[src/rtl/gray_decode_arbiter.sv]
// gray_decode_arbiter: round-robin arbiter that shares one 4-bit Gray-to-binary
// converter among NREQ requesters and returns results on a valid/ready port.
//
// Build option: define GRAY_ARB_FIXED_PRIO_EN for fixed priority, where the
// lowest-index request wins and ptr stays 0. Round-robin is the default.
//
// Ports:
//   clk, rst_n   clock, asynchronous active-low reset
//   req          per-requester request level (held until granted)
//   gray_bus     Gray word of requester i on bits [4i+3:4i]
//   gnt          one-hot single-cycle pulse when a requester's word is captured
//   busy         high whenever the FSM is not IDLE (decoded from state)
//   out_valid    out_bin/out_id hold a result
//   out_ready    consumer accepts the result
//   out_bin      binary value of the captured Gray word
//   out_id       index of the requester that supplied out_bin
module gray_decode_arbiter #(
    parameter  int unsigned NREQ = 4,
    localparam int unsigned IDW  = $clog2(NREQ)
) (
    input  logic              clk,
    input  logic              rst_n,
    input  logic [NREQ-1:0]   req,
    input  logic [4*NREQ-1:0] gray_bus,
    output logic [NREQ-1:0]   gnt,
    output logic              busy,
    output logic              out_valid,
    input  logic              out_ready,
    output logic [3:0]        out_bin,
    output logic [IDW-1:0]    out_id
);

    typedef enum logic [1:0] {
        IDLE    = 2'd0,
        CONVERT = 2'd1,
        HOLD    = 2'd2
    } state_t;

    state_t         state;
    logic [IDW-1:0] ptr;
    logic [IDW-1:0] id_q;
    logic [3:0]     gray_q;

    logic           win_valid;
    logic [IDW-1:0] win_idx;
    logic [3:0]     bin_c;
    logic [3:0]     gray_words [NREQ];

    // Unpack the flat Gray bus into one word per requester.
    for (genvar g = 0; g < int'(NREQ); g++) begin : g_unpack
        assign gray_words[g] = gray_bus[4*g +: 4];
    end

    // Winner: first set request scanning upward from ptr, wrapping at NREQ.
    // In the fixed-priority build ptr never leaves 0, so this is lowest-index.
    always_comb begin
        win_valid = 1'b0;
        win_idx   = '0;
        for (int unsigned i = 0; i < NREQ; i++) begin
            logic [IDW-1:0] cand;
            cand = IDW'((32'(ptr) + i) % NREQ);
            if (!win_valid && req[cand]) begin
                win_valid = 1'b1;
                win_idx   = cand;
            end
        end
    end

    // Shared Gray-to-binary converter: each binary bit is the XOR of all
    // Gray bits at or above it.
    assign bin_c = {gray_q[3], ^gray_q[3:2], ^gray_q[3:1], ^gray_q[3:0]};

    assign busy = (state != IDLE);

    // Arbitration / conversion / handshake FSM with registered outputs.
    always_ff @(posedge clk or negedge rst_n) begin
        if (!rst_n) begin
            state     <= IDLE;
            ptr       <= '0;
            id_q      <= '0;
            gray_q    <= '0;
            gnt       <= '0;
            out_valid <= 1'b0;
            out_bin   <= '0;
            out_id    <= '0;
        end else begin
            gnt <= '0;
            case (state)
                IDLE: begin
                    if (win_valid) begin
                        gray_q       <= gray_words[win_idx];
                        id_q         <= win_idx;
                        gnt[win_idx] <= 1'b1;
                        state        <= CONVERT;
                    end
                end
                CONVERT: begin
                    out_bin   <= bin_c;
                    out_id    <= id_q;
                    out_valid <= 1'b1;
                    state     <= HOLD;
                end
                HOLD: begin
                    if (out_ready) begin
                        out_valid <= 1'b0;
`ifdef GRAY_ARB_FIXED_PRIO_EN
                        ptr       <= '0;
`else
                        ptr       <= IDW'((32'(out_id) + 32'd1) % NREQ);
`endif
                        state     <= IDLE;
                    end
                end
                default: state <= IDLE;
            endcase
        end
    end

endmodule

[config.mk]
export PLATFORM = sky130hd
export DESIGN_NAME = gray_decode_arbiter
export DESIGN_NICKNAME = d
export VERILOG_FILES = /design/src/rtl/gray_decode_arbiter.sv
export SDC_FILE = /design/constraint.sdc
export NUM_CORES = 1
export LEC_CHECK = 0
export ABC_AREA = 1
export CAP_MARGIN = 10
export CORE_MARGIN = 5
export CORE_UTILIZATION = 34
export DETAILED_ROUTE_END_ITERATION = 10
export PLACE_DENSITY = 0.62
export SYNTH_ARGS = -nofsm -noshare
export SYNTH_HDL_FRONTEND = slang
export SYNTH_SLANG_ARGS = --single-unit
[constraint.sdc]
create_clock -name clk -period 2.45 [get_ports clk]
set_input_delay 0.3675 -clock clk [delete_from_list [all_inputs] [get_ports clk]]
set_output_delay 0.3675 -clock clk [all_outputs]
set_load 0.05 [all_outputs]
==> out/metrics.csv <==
stage;metric;value;unit
finish;stdcell_area;1734;um2
sta;slew_viol_final;0;
sta;worst_slack;393.9;ps
finish;finalNetCount;243;
synth;yosys_warnings;0;
finish;final_core_util;47.37;%
drt;drt_iter0_drc;56;
setup_path;r2r-start;ptr[0];
drt;routed_via_density;4.360;
synth;synthCells;181;
setup_path;reg2regPathDepth;10;
global_route;grt_pass1_vias;1051;
setup_path;arrival;1690;ps
setup_path;critPathKind;flip-flop to output pin;
drt;dr.pass1.iters;4;
sta;setup-tns-final;0;ps
cts;postCtsSetupBuffers;0;
outcome;outcome;complete, no violations;
sta;whs;454.7;ps
setup_path;worst-r2r-setup-slack;440;ps
synth;synth_ff_type;dfrtp_1;
setup_path;critical_path.startpoint_type;flip-flop;
cts;clock_latency;250;ps
sta;rsz0062_at_grt;false;
synth;synthDistinctLibCells;22;
drt;wl_per_cell;9.768;um
cts;numCtsBuffers;3;
synth;synth.largest_area_cell;dfrtp_1;
placed_design;place_area;1689;um2
sta;finalCriticalPeriod;2056;ps
drt;ant_nets;0;
drt;drc;0;
global_route;gr-total-overflow;0;
placed_design;numPortBuffers;34;
global_route;grt_max_degree;22;
placed_design;dp_slack;354.5;ps
cts;clk_path_buf_depth;2;
synth;syn-num-nets;204;
floorplan;rows;22;
synth;synth.area.top_cells;dfrtp_1 41%, nand2_1 19%, inv_1 7.6%;
setup_path;startpoint;state[1];
synth;async_reset_ff_share;100.0;%
floorplan;start_util;35.30;%
drt;finalWirelength;2608;um
floorplan;dieArea;5134;um2
sta;clock_skew;4.960;ps
synth;synth-seq-cells;21;
power;power_density;1503;nW/um2
floorplan;die-width;71.66;um
synth;post_synth.cell_area_avg;7.141;um2
floorplan;io_pins;35;
cts;clockRootBuffer;clkbuf_8;
global_route;grt_pass1_wl;4505;um
cts;cts_hold_buf;0;
sta;finalSetupViolCount;0;
power;ir_drop;0.5403;mV
placed_design;gp_congestion;0.8069;
setup_path;rr_endpoint;gray_q[2];
global_route;track_usage;10.57;%
setup_path;required;2080;ps
setup_path;endpoint_kind;output pin;
setup_path;path_max_fanout;4;
synth;synth-seq-area-share;40.66;%
sta;tightest_slew;504.4;ps
floorplan;die_height;71.66;um
finish;final_common_cell;nand2_1;
synth;synth_top_area_share;40.66;%
finish;antenna_cells;0;
finish;syn2layout_area_growth;34.17;%
drt;num_vias;1164;
synth;synth_area;1292;um2
cts;path_clk_slew;70;ps
finish;final_cell_mix;65 x nand2_1, 34 x clkdlybuf4s50_1, 26 x inv_1;
finish;drive_above_1_share;11.42;%
cts;htreeDepth;1;
sta;max_freq;486.4;MHz
sta;slew-limit-headroom;66.27;%
cts;cts_resized;0;
worst_hold_path;hold_path_class;primary input to asynchronous set/reset pin;
sta;min_period_over_period;83.92;%
synth;synth_edf_count;0;
global_route;antenna_found_initial;0;
floorplan;coreArea;3661;um2
sta;hold_viol_final;0;
cts;cts_tree;built;
placed_design;post-dp-hpwl;2132;um
job;drv_cap;0;
power;p_leak;0.9013;nW
cts;clkSinkCount;21;
-- Yosys cell counts (3+ instances only) --
cell	count
nand2_1	65
inv_1	26
dfrtp_1	21
nand3_1	16
o21ai_0	9
nor2_1	8
nand2_2	6
nand4_1	6
inv_2	5
xnor2_1	3
-- how the worst max path moves through the flow --
stage	slack [ps]	end
2_1_floorplan	860	gray_q[2]
3_5_place_dp	350	gray_q[2]
4_1_cts	370	busy
3_3_place_gp	380	gray_q[2]
5_1_grt	250	gray_q[0]
6_report	390	busy
-- worst max-delay path: stages (launching register included) --
cell and delay (ps):
dfrtp_1 410, nor2_1 260, inv_1 70, clkdlybuf4s50_1 700
-- logic make-up (layout without fill, tap and decap cells) --
kind of cell / count (synthesis) / count (layout) / synth area share, %
buf+inv: 34 / 72 / 10.55
simple gates: 111 / 111 / 41.53
xor+xnor: 4 / 4 / 2.711
compound gates: 11 / 11 / 4.550
flops: 21 / 21 / 40.66
-- per-layer routing --
layer  track usage, %  routed length (um)  vias up
met2            16.33                1171       29
met3            1.403                 131        2
met1            15.05                1274      498
met4            3.758                  31        0
li1                 -                   -      635
met5                0                   0        -
-- cell type report --
type | instances | area (um2)
Clock buffer | 4 | 45.04
Sequential cell | 21 | 525.5
Tap cell | 48 | 60.06
Inverter | 33 | 125.1
Multi-Input combinational cell | 126 | 630.6
Fill cell | 389 | 1927
Timing Repair Buffer | 35 | 347.8
-- report_power, final --
part,switching [mW],total [mW],internal (mW)
clock,0.101,0.216,0.115
sequential,0.124,0.635,0.512
combinational,1.16,1.76,0.599
total,1.38,2.61,1.23
-- flip-flops by register name, summed over array words and instances (netlist names) --
name	cells
gnt	4
gray_q	4
out_bin	4
id_q	2
out_id	2
ptr	2
state	2
out_valid	1
-- through the flow --
| stage | cells | power, mW |
|---|---|---|
| after floorplan | 181 | 2.002 |
| after global placement | 263 | 2.418 |
| after detailed placement | 263 | 2.419 |
| after CTS | 267 | 2.647 |
| after global routing | 267 | 2.858 |
| final | 267 | 2.607 |
Note: power is estimated with default switching activity, not from simulation.
